<file path="src/rtl/wb_gfx_pkg.sv">
// Shared register map and bit positions for the graphics command port.
package wb_gfx_pkg;

    typedef enum logic [1:0] {
        REG_CMD      = 2'd0,
        REG_STATUS   = 2'd1,
        REG_CTRL     = 2'd2,
        REG_POPCOUNT = 2'd3
    } reg_sel_e;

    localparam int STAT_EMPTY     = 0;
    localparam int STAT_FULL      = 1;
    localparam int STAT_OVERFLOW  = 2;
    localparam int STAT_VALID     = 3;
    localparam int STAT_LEVEL_LSB = 8;

    localparam int CTRL_ENABLE = 0;
    localparam int CTRL_FLUSH  = 1;

endpackage

</file>
<file path="src/rtl/gfx_cmd_fifo.sv">
// Synchronous word FIFO with register storage and a combinational head read.
module gfx_cmd_fifo #(
    parameter int DEPTH = 16,
    parameter int AW    = $clog2(DEPTH)
) (
    input  logic          clk,
    input  logic          resetn,
    input  logic          push,
    input  logic          pop,
    input  logic          flush,
    input  logic [31:0]   data_in,
    output logic [31:0]   data_out,
    output logic          empty,
    output logic          full,
    output logic [AW:0]   level
);

    logic [31:0] mem [DEPTH];
    logic [AW:0] wr_ptr;
    logic [AW:0] rd_ptr;
    logic        do_push;
    logic        do_pop;

    // The extra pointer bit distinguishes a full wrap from an empty FIFO.
    assign empty    = (wr_ptr == rd_ptr);
    assign full     = (wr_ptr[AW] != rd_ptr[AW]) && (wr_ptr[AW-1:0] == rd_ptr[AW-1:0]);
    assign level    = wr_ptr - rd_ptr;
    assign data_out = mem[rd_ptr[AW-1:0]];
    assign do_push  = push && !full && !flush;
    assign do_pop   = pop && !empty;

    always_ff @(posedge clk) begin
        if (!resetn || flush) begin
            wr_ptr <= '0;
            rd_ptr <= '0;
        end else begin
            if (do_push) wr_ptr <= wr_ptr + 1'b1;
            if (do_pop)  rd_ptr <= rd_ptr + 1'b1;
        end
    end

    always_ff @(posedge clk) begin
        if (resetn && do_push) mem[wr_ptr[AW-1:0]] <= data_in;
    end

endmodule

</file>
<file path="src/rtl/wb_gfx_cmd_port.sv">
// Wishbone responder queueing CPU command words and streaming them to the graphics engine.
module wb_gfx_cmd_port
    import wb_gfx_pkg::*;
#(
    parameter logic [31:0] BASE_ADDRESS = 32'h0300_0010,
    parameter int          DEPTH        = 16
) (
    input  logic        clk,
    input  logic        resetn,
    input  logic        i_wb_cyc,
    input  logic        i_wb_stb,
    input  logic        i_wb_we,
    input  logic [31:0] i_wb_addr,
    input  logic [31:0] i_wb_data,
    output logic        o_wb_ack,
    output logic [31:0] o_wb_data,
    output logic        o_cmd_valid,
    output logic [31:0] o_cmd_data,
    input  logic        i_cmd_ready
);

    localparam int AW = $clog2(DEPTH);

    reg_sel_e    sel;
    logic        hit;
    logic        wr_hit;
    logic        push_req;
    logic        flush_req;
    logic        handshake;
    logic        enable;
    logic        overflow;
    logic [31:0] popcount;
    logic        fifo_empty;
    logic        fifo_full;
    logic [AW:0] fifo_level;
    logic [31:0] status_word;
    logic [31:0] read_word;

    // A pending ack masks the still-held strobe so each transaction acks once.
    assign sel       = reg_sel_e'(i_wb_addr[3:2]);
    assign hit       = i_wb_cyc && i_wb_stb && !o_wb_ack
                       && (i_wb_addr[31:4] == BASE_ADDRESS[31:4]);
    assign wr_hit    = hit && i_wb_we;
    assign push_req  = wr_hit && (sel == REG_CMD);
    assign flush_req = wr_hit && (sel == REG_CTRL) && i_wb_data[CTRL_FLUSH];
    assign o_cmd_valid = enable && !fifo_empty;
    assign handshake   = o_cmd_valid && i_cmd_ready;

    gfx_cmd_fifo #(.DEPTH(DEPTH), .AW(AW)) u_fifo (
        .clk      (clk),
        .resetn   (resetn),
        .push     (push_req),
        .pop      (handshake),
        .flush    (flush_req),
        .data_in  (i_wb_data),
        .data_out (o_cmd_data),
        .empty    (fifo_empty),
        .full     (fifo_full),
        .level    (fifo_level)
    );

    always_comb begin
        status_word = '0;
        status_word[STAT_EMPTY]    = fifo_empty;
        status_word[STAT_FULL]     = fifo_full;
        status_word[STAT_OVERFLOW] = overflow;
        status_word[STAT_VALID]    = o_cmd_valid;
        status_word[STAT_LEVEL_LSB +: 8] = 8'(fifo_level);
    end

    always_comb begin
        read_word = '0;
        case (sel)
            REG_STATUS:   read_word = status_word;
            REG_CTRL:     read_word[CTRL_ENABLE] = enable;
            REG_POPCOUNT: read_word = popcount;
            default:      read_word = '0;
        endcase
    end

    // A POPCOUNT write is placed after the increment so clearing beats a same-edge pop.
    always_ff @(posedge clk) begin
        if (!resetn) begin
            o_wb_ack  <= 1'b0;
            o_wb_data <= '0;
            enable    <= 1'b0;
            overflow  <= 1'b0;
            popcount  <= '0;
        end else begin
            o_wb_ack  <= hit;
            o_wb_data <= hit ? read_word : '0;
            if (handshake)
                popcount <= popcount + 32'd1;
            if (wr_hit && (sel == REG_POPCOUNT))
                popcount <= '0;
            if (wr_hit && (sel == REG_CTRL))
                enable <= i_wb_data[CTRL_ENABLE];
            if (push_req && fifo_full && !flush_req)
                overflow <= 1'b1;
            else if (wr_hit && (sel == REG_STATUS) && i_wb_data[STAT_OVERFLOW])
                overflow <= 1'b0;
        end
    end

endmodule

</file>
<file path="config.mk">
export PLATFORM = sky130hd
export DESIGN_NAME = wb_gfx_cmd_port
export DESIGN_NICKNAME = d
export VERILOG_FILES = /design/src/rtl/wb_gfx_pkg.sv /design/src/rtl/gfx_cmd_fifo.sv /design/src/rtl/wb_gfx_cmd_port.sv
export SDC_FILE = /design/constraint.sdc
export NUM_CORES = 1
export LEC_CHECK = 0
export CAP_MARGIN = 30
export CORE_MARGIN = 3
export CORE_UTILIZATION = 53
export CTS_CLUSTER_SIZE = 10
export DETAILED_ROUTE_END_ITERATION = 8
export HOLD_SLACK_MARGIN = 0.15
export PLACE_DENSITY = 0.8
export SYNTH_ARGS = -nofsm -noshare
export SYNTH_HDL_FRONTEND = slang
export SYNTH_HIERARCHICAL = 1
export SYNTH_SLANG_ARGS = --single-unit
</file>
<file path="constraint.sdc">
create_clock -name clk -period 4.04 [get_ports clk]
set_clock_uncertainty 0.2 [all_clocks]
set_input_delay 0.808 -clock clk [delete_from_list [all_inputs] [get_ports clk]]
set_output_delay 0.808 -clock clk [all_outputs]
set_load 0.005 [all_outputs]
</file>
== Word-level counts from Yosys, hierarchy flattened ==
Memory sizes are Yosys's and may differ from the RTL's. A register that Yosys moved wholly into a read port is not among the register bits.
Index checks and enable logic that the tools add are counted.

* Bitwise operators: 1
* Equal/unequal tests: 7
* Reductions and logical operators: 29
* Mux-type cells: 8
* Add/sub/neg operators: 4

{| class="wikitable"
|+ Operator list
! cell !! number
|-
| 31-bit case mux with 2 select lines || 1
|-
| 32-bit by 1-bit adder with 32-bit output (second input constant) || 1
|-
| 28-bit by 22-bit equality test with 1-bit output (second input constant) || 1
|-
| 1-bit logical AND || 19
|-
| 5-bit by 1-bit adder with 5-bit output (second input constant) || 2
|-
| 4-bit 2-to-1 mux || 2
|-
| 5-bit equality test || 1
|-
| 1-bit logical NOT || 5
|-
| 5-bit subtractor || 1
|-
| 2-bit equality test (second input constant) || 2
|-
| 4-bit equality test || 1
|-
| 1-bit 2-to-1 mux || 4
|-
| 1-bit case mux with 3 select lines || 1
|-
| 2-bit by 1-bit equality test with 1-bit output (second input constant) || 1
|-
| 2-bit logical NOT || 1
|-
| 2-bit AND reduction || 1
|-
| 2-bit nonzero test || 1
|-
| 2-bit OR reduction || 1
|-
| 1-bit logical OR || 1
|-
| 1-bit != test || 1
|-
| 1-bit NOT || 1
|}

* Register bits after elaboration: 77
* Memories: 1
* RAM bits: 512
* Input bits: 70
* Logic and storage cells: 57

{| class="wikitable"
|+ Memory list
! memory !! depth !! width !! rd ports !! clocked after memory_dff !! wr ports !! RTL line !! text
|-
| u_fifo.mem || 16 || 32 || 1 || 1 || 1 || gfx_cmd_fifo.sv:18 || <nowiki>logic [31:0] mem [DEPTH];</nowiki>
|}

== Depth between registers and ports, before layout ==
Gate-level depths: netlist of run 1.

* Depth after elaboration: 11
* Mapped depth: 10

== Cells and area by module ==
The synthesis of run 1 kept the hierarchy.

{| class="wikitable"
|+ By module, submodules not included
! module !! instances !! cells each !! area an instance (µm²) !! seq. area each (µm²)
|-
| gfx_cmd_fifo || 1 || 888 || 19,941.6 || 15,655.0
|-
| wb_gfx_cmd_port || 1 || 270 || 2,682.6 || 1,341.3
|}

== Least setup slack after synthesis of run 1 ==
Ideal clock, no wire load.

* Path type: input -> register
* Start: input i_wb_addr[13]
* End: memory u_fifo.mem[15][0] (enable)
* Slack: 0.046 ns
* Setup time: 0.421 ns
* Arrival time: 3.373 ns
* Stages on the path: 7
* Cell sequence: nor4_1 -> nand4_1 -> nor2_1 -> nand3b_1 -> nor2_1 -> nand2_1 -> nor2_1

{| class="wikitable"
|+ RTL lines
! item !! RTL line !! text
|-
| start: declaration || wb_gfx_cmd_port.sv:13 || <nowiki>input logic [31:0] i_wb_addr,</nowiki>
|-
| 28-bit by 22-bit equality test with 1-bit output || wb_gfx_cmd_port.sv:42 || <nowiki>&& (i_wb_addr[31:4] == BASE_ADDRESS[31:4]);</nowiki>
|-
| 1-bit logical AND || wb_gfx_cmd_port.sv:42 ||
|-
| 1-bit logical AND || wb_gfx_cmd_port.sv:43 || <nowiki>assign wr_hit = hit && i_wb_we;</nowiki>
|-
| 1-bit logical AND || wb_gfx_cmd_port.sv:44 || <nowiki>assign push_req = wr_hit && (sel == REG_CMD);</nowiki>
|-
| net push_req || wb_gfx_cmd_port.sv:27 || <nowiki>logic push_req;</nowiki>
|-
| 1-bit logical AND (2 in a row) || gfx_cmd_fifo.sv:29 || <nowiki>assign do_push = push && !full && !flush;</nowiki>
|-
| 1-bit logical AND || gfx_cmd_fifo.sv:43 || <nowiki>if (resetn && do_push) mem[wr_ptr[AW-1:0]] <= data_in;</nowiki>
|-
| 1-bit 2-to-1 mux || gfx_cmd_fifo.sv:43 ||
|-
| 1-bit 2-to-1 mux (not written as such) || gfx_cmd_fifo.sv:43 ||
|-
| end: declaration || gfx_cmd_fifo.sv:18 ||
|}

The timed path passes the listed nets, and every way through them passes these cells.

==> impl_metrics.json, run 1 <==
{
  "whs_ns": 0.2828,
  "core_um2": 42040,
  "final_area_um2": 27380,
  "synth-seq-cells": 593,
  "ys.flop_type": "edfxtp_1",
  "cts_root_buffer": "clkbuf_16",
  "drt_iter0_markers": 1021,
  "clkLatencyLatePin_ns": 0.56,
  "die_h_um": 212.6,
  "num_io_pins": 136,
  "fin_crit_ns": 3.880,
  "synth_area_per_cell_um2": 19.54,
  "cp_max_fo": 32,
  "seqCellArea_um2": 17000,
  "gp_congestion": 0.7583,
  "ys_seq_area_share_pct": 75.12,
  "period_share_pct": 96.04,
  "setup_tns_ns": 0,
  "grt-ovfl-total": 0,
  "rows": 75,
  "maxSlewHeadroom_pct": 45.00,
  "clkTransAtPathRegs_ns": 0.06,
  "area_growth_pct": 21.00,
  "max-cap-violations": 0,
  "drc": 0,
  "grt_max_degree": 38,
  "place_inst": 1835,
  "outcome": "complete, no violations",
  "critPathLaunchType": "flip-flop",
  "mostFrequentLayoutCell": "edfxtp_1",
  "r2r_setup_slack_ns": 1.04,
  "ir_drop_v": 0.0003379,
  "multi_input_area_um2": 5433,
  "grt_use_total_pct": 23.20,
  "yosys_warnings": 6,
  "hold_violations": 0,
  "tritoncts": "yes",
  "path_class": "flip-flop to output pin",
  "start_util_pct": 53.82,
  "grt_pass1_wl_um": 77720,
  "worstMarginPinSlew_ns": 0.8232,
  "dp_hpwl_um": 28040,
  "synth_cell_types": 44,
  "drv_slew": 0,
  "die_w_um": 212.6,
  "netlist_area_um2": 22620,
  "synthesis.instances": 1158,
  "grt_pass1_vias": 12550,
  "clock_path_buffers": 3,
  "placed_area_um2": 25370,
  "drtAntennaViolNets": 0,
  "final.setup.worst_slack_ns": 0.1600,
  "synth_nets": 1239,
  "synth-edff-count": 512,
  "p_leak_nw": 8.720,
  "drive_gt1_share_pct": 21.76,
  "port_buffers": 133,
  "rsz0062_at_grt": "false",
  "dieArea_um2": 45200,
  "finalNetCount": 1456,
  "worstPathRequired_ns": 3.03,
  "synthArstFlopShare_pct": 0,
  "cellPowerDensity_nw_per_um2": 448.0,
  "dr_total_vias": 11930,
  "layout_common_cells": "edfxtp_1 (512), clkdlybuf4s50_1 (133), mux4_2 (128)",
  "wl_per_cell_um": 26.38,
  "wirelength_um": 51110,
  "arrival_ns": 2.87,
  "clock.fmax_ghz": 0.2577,
  "first_pass_iters": 5,
  "cts.htree.levels": 3,
  "final_cells": 1937,
  "cts_buffers": 69,
  "endpoint_kind": "output pin",
  "via_per_inst": 6.158,
  "nFillCells": 2677,
  "antenna_found_initial": 2,
  "cts_sinks": 593,
  "hold_path_class": "flip-flop to flip-flop",
  "place_ws_ns": 0.2201,
  "setup_violations": 0
}
==> routing by layer <==
metal	vias up	track usage [%]	share of wire [%]
met2	627	36.90	49
met5	-	0	0.025
met4	2	9.199	3.0
met1	6108	31.35	39
met3	107	5.755	9.0
li1	5084	-	-
==> power breakdown <==
group,internal [mW],total (mW),switching [mW]
clock network,3.23,5.46,2.23
registers,6.65,6.65,0.0000000000290
logic,0.0653,0.158,0.0924
total,9.95,12.3,2.32
==> per-stage QoR <==
step / util, % / power [mW]
2_1_floorplan: - / 6.790
4_1_cts: 64.95 / 12.39
5_1_grt: 65.12 / 12.61
3_5_place_dp: 60.35 / 6.928
3_3_place_gp: 60.35 / 6.917
6_report: 65.12 / 12.27
==> area by class of cell <==
type	count	area share [%]
Antenna cell	1	0.009141
Clock buffer	88	6.879
Clock inverter	5	0.1828
Inverter	11	0.1508
Multi-Input combinational cell	499	19.85
Sequential cell	593	62.11
Tap cell	539	2.464
Timing Repair Buffer	201	8.355
==> worst max-delay path: stages (launching register included) <==
cell and delay, ns:
dfxtp_4 0.52, buf_12 0.30, mux4_2 0.57, a22oi_1 0.26, nand2_1 0.14, clkdlybuf4s50_1 0.47
==> synth_stat cells, types with 2 or more instances <==
library cell / n / area (um^2)
nor4_1: 5 / 31.28
nor4bb_1: 2 / 20.02
nand2_1: 50 / 187.7
buf_6: 3 / 33.78
inv_1: 11 / 41.29
nor2b_1: 4 / 25.02
and3_1: 7 / 43.79
a21oi_1: 8 / 40.04
nand4_1: 21 / 131.4
dfxtp_1: 81 / 1622
clkbuf_1: 18 / 67.56
xor2_1: 30 / 262.8
and4_1: 8 / 70.07
mux4_2: 128 / 2883
nand3_1: 9 / 45.04
and2_1: 26 / 162.7
buf_4: 15 / 112.6
edfxtp_1: 512 / 15370
nor2_1: 74 / 277.8
a21o_1: 2 / 15.01
nand3b_1: 3 / 22.52
xnor2_1: 13 / 113.9
o21ai_0: 2 / 10.01
mux2i_1: 13 / 130.1
nor3_1: 3 / 15.01
ha_1: 10 / 125.1
buf_1: 9 / 33.78
nor3_2: 2 / 20.02
a22oi_1: 65 / 488.0
buf_2: 10 / 50.05
==> flip-flops by register name (all words and copies together), names as in the netlist, named ones only <==
register / count
u_fifo/mem: 512
popcount: 32
u_fifo/rd_ptr: 5
o_wb_data: 32
overflow: 1
o_wb_ack: 1
enable: 1
u_fifo/wr_ptr: 5
==> cell families (layout without fill, tap and decap cells) <==
logic type | count (synthesis) | in the layout | share of synthesized area, %
other | 0 | 1 | 0
and+or+nand+nor | 221 | 221 | 5.044
DFF | 593 | 593 | 75.12
adders and majority gates | 11 | 11 | 0.6415
muxes | 142 | 142 | 13.37
buffers and inverters | 66 | 305 | 1.499
xor gates and xnor gates | 43 | 43 | 1.665
AOI/OAI and AO/OA | 82 | 82 | 2.660
==> worst paths after layout <==
| path | from | end | depth (start not counted) |
|---|---|---|---|
| hold reg to reg | overflow | overflow | 2 |
| hold / removal | overflow | overflow | 2 |
| setup / recovery | flip-flop | o_cmd_data[5] | 5 |
| setup reg to reg | u_fifo/wr_ptr[0] | popcount[14] | 9 |
==> timing repair <==
| item | in CTS | in global routing |
|---|---|---|
| gates resized for setup | 0 | 1 |
| buffers inserted | 0 | 8 |
| hold buffers | 0 | 0 |
| endpoints found under the setup margin | 0 | 5 |
No activity file was read; power rests on OpenSTA's default activity.
==> inputs of run 2 (changes only) <==
Settings changed: CORE_UTILIZATION 53 to 55, CTS_BUF_LIST set to sky130_fd_sc_hd__clkbuf_8, PLACE_DENSITY 0.8 to 0.83.
==> run 2 against run 1 <==
Against the previous run:
- wire length shrank 3.4%
- register-to-register slack lost 0.04 ns
- final area shrank 0.85%
- critical path depth is the same
- fmax shrank 0.75%
- first-iteration DRC count grew 6.2%
- non-clock buffer count is the same
- clock power shrank 14%
- sequential share of layout area grew 0.53 points
- global-route usage shrank 0.10 points
- largest cell class unchanged
- highest routed layer is now met4
==> impl_metrics.json, run 2 (synthesized netlist as in run 1, its figures left out) <==
{
  "hold_violations": 0,
  "finalNetCount": 1480,
  "sw_frac_of_total_pct": 20.68,
  "cellPowerDensity_nw_per_um2": 424.4,
  "grt_use_total_pct": 23.10,
  "die_w_um": 208.8,
  "num_io_pins": 136,
  "gp_congestion": 0.8000,
  "clock_path_buffers": 3,
  "worstPathRequired_ns": 3.03,
  "postCtsHoldBufs": 0,
  "wl_per_cell_um": 24.66,
  "fin_util_pct": 67.54,
  "clockPowerShare_pct": 41.0,
  "dp_hpwl_um": 29430,
  "largest_reg_flops": 512,
  "cts_sinks": 593,
  "grt_pass1_wl_um": 76620,
  "cp_max_fo": 15,
  "drive_gt1_share_pct": 24.05,
  "p_seq_share_pct": 57.7,
  "setup_tns_ns": 0,
  "core_um2": 40190,
  "via_per_inst": 5.962,
  "drtAntennaViolNets": 0,
  "maxSlewHeadroom_pct": 46.57,
  "critPathLaunchType": "flip-flop",
  "arrival_ns": 2.90,
  "first_pass_iters": 5,
  "pwr-share-comb_pct": 1.4,
  "grt_max_degree": 40,
  "port_buffers": 133,
  "die_h_um": 208.8,
  "drc": 0,
  "switchingPower_mw": 2.383,
  "mostFrequentLayoutCell": "edfxtp_1",
  "drt_iter0_markers": 1084,
  "endpoint_kind": "output pin",
  "clkLatencyLatePin_ns": 0.65,
  "dr_total_vias": 11940,
  "dieArea_um2": 43600,
  "wirelength_um": 49390,
  "worstReg2RegStart": "u_fifo/wr_ptr[0]",
  "hold_path_class": "flip-flop to flip-flop",
  "grt_pass1_vias": 13060,
  "cts.htree.levels": 3,
  "clock.fmax_ghz": 0.2558,
  "worstMarginPinSlew_ns": 0.7970,
  "rsz0062_at_grt": "false",
  "cts_root_buffer": "clkbuf_8",
  "start_util_pct": 56.30,
  "outcome": "complete, no violations",
  "cts_buffers": 93,
  "fin_crit_ns": 3.909,
  "area_growth_pct": 19.97,
  "p_int_mw": 9.136,
  "period_share_pct": 96.76,
  "clkTransAtPathRegs_ns": 0.06,
  "worstHoldStart": "overflow",
  "tritoncts": "yes",
  "drv_slew": 0,
  "setup_violations": 0,
  "p_leak_nw": 8.777,
  "antenna_found_initial": 2,
  "grt-ovfl-total": 0,
  "rows": 73,
  "max-cap-violations": 0,
  "layout_common_cells": "edfxtp_1 (512), clkdlybuf4s50_1 (133), mux4_2 (128)",
  "path_class": "flip-flop to output pin",
  "ir_drop_v": 0.0002732
}
==> run 2: worst max-delay path, cell delays in order (launching register included) <==
cell	delay, ns
dfxtp_4	0.47
bufbuf_16	0.37
mux4_2	0.59
a22oi_1	0.29
nand2_1	0.10
clkdlybuf4s50_1	0.45
==> run 2: power groups by stage <==
stage / Sequential, mW / Combinational [mW] / Clock [mW]
floorplan: 6.77 / 0.0169 / 0
global placement: 6.77 / 0.149 / 0
detailed placement: 6.77 / 0.160 / 0
CTS: 6.64 / 0.159 / 4.81
global route: 6.64 / 0.173 / 5.13
finish: 6.64 / 0.158 / 4.72
==> run 2: final cells by class <==
type                            instances  area, um^2
Sequential cell                       593       17000
Fill cell                            2404       13050
Multi-Input combinational cell        499        5453
Timing Repair Buffer                  201        2232
Clock buffer                           96        1321
Tap cell                              525       656.9
Clock inverter                         76       429.2
Inverter                               11       41.29
Antenna cell                            2       5.005
==> run 2: per-stage QoR <==
step	worst slack (ns)	cell area, um^2	power (mW)	std cells	hold WS [ns]
floorplan	0.04575	22620	6.790	1158	0.2298
CTS	0.03954	27110	11.61	2001	0.2787
detailed placement	0.1704	25320	6.930	1828	0.2698
global route	0.008077	27140	11.94	2003	0.2983
global placement	0.2725	25320	6.919	1828	0.2587
finish	0.1308	27140	11.52	2003	0.2767
==> run 2: path summary, 6_finish.rpt <==
check,endpoint,slack (ns),depth (start not counted)
worst min register to register,overflow,0.28,2
worst max-delay path,o_cmd_data[12],0.13,5
worst min-delay path,overflow,0.28,2
worst max register to register,popcount[20],1.00,9
==> run 2: what timing repair did <==
item	CTS	global route
setup buffers	0	0
cloned	1	0
resized for setup	1	6
setup endpoints to repair	2	7
==> run 2: routing by layer <==
| layer | global-route usage (%) | vias to the layer above | wire [um] |
|---|---|---|---|
| met1 | 30.78 | 6075 | 19120 |
| met5 | 0 | - | 0 |
| met4 | 8.337 | 0 | 1149 |
| met2 | 37.50 | 583 | 24760 |
| met3 | 5.915 | 93 | 4361 |
| li1 | - | 5191 | - |
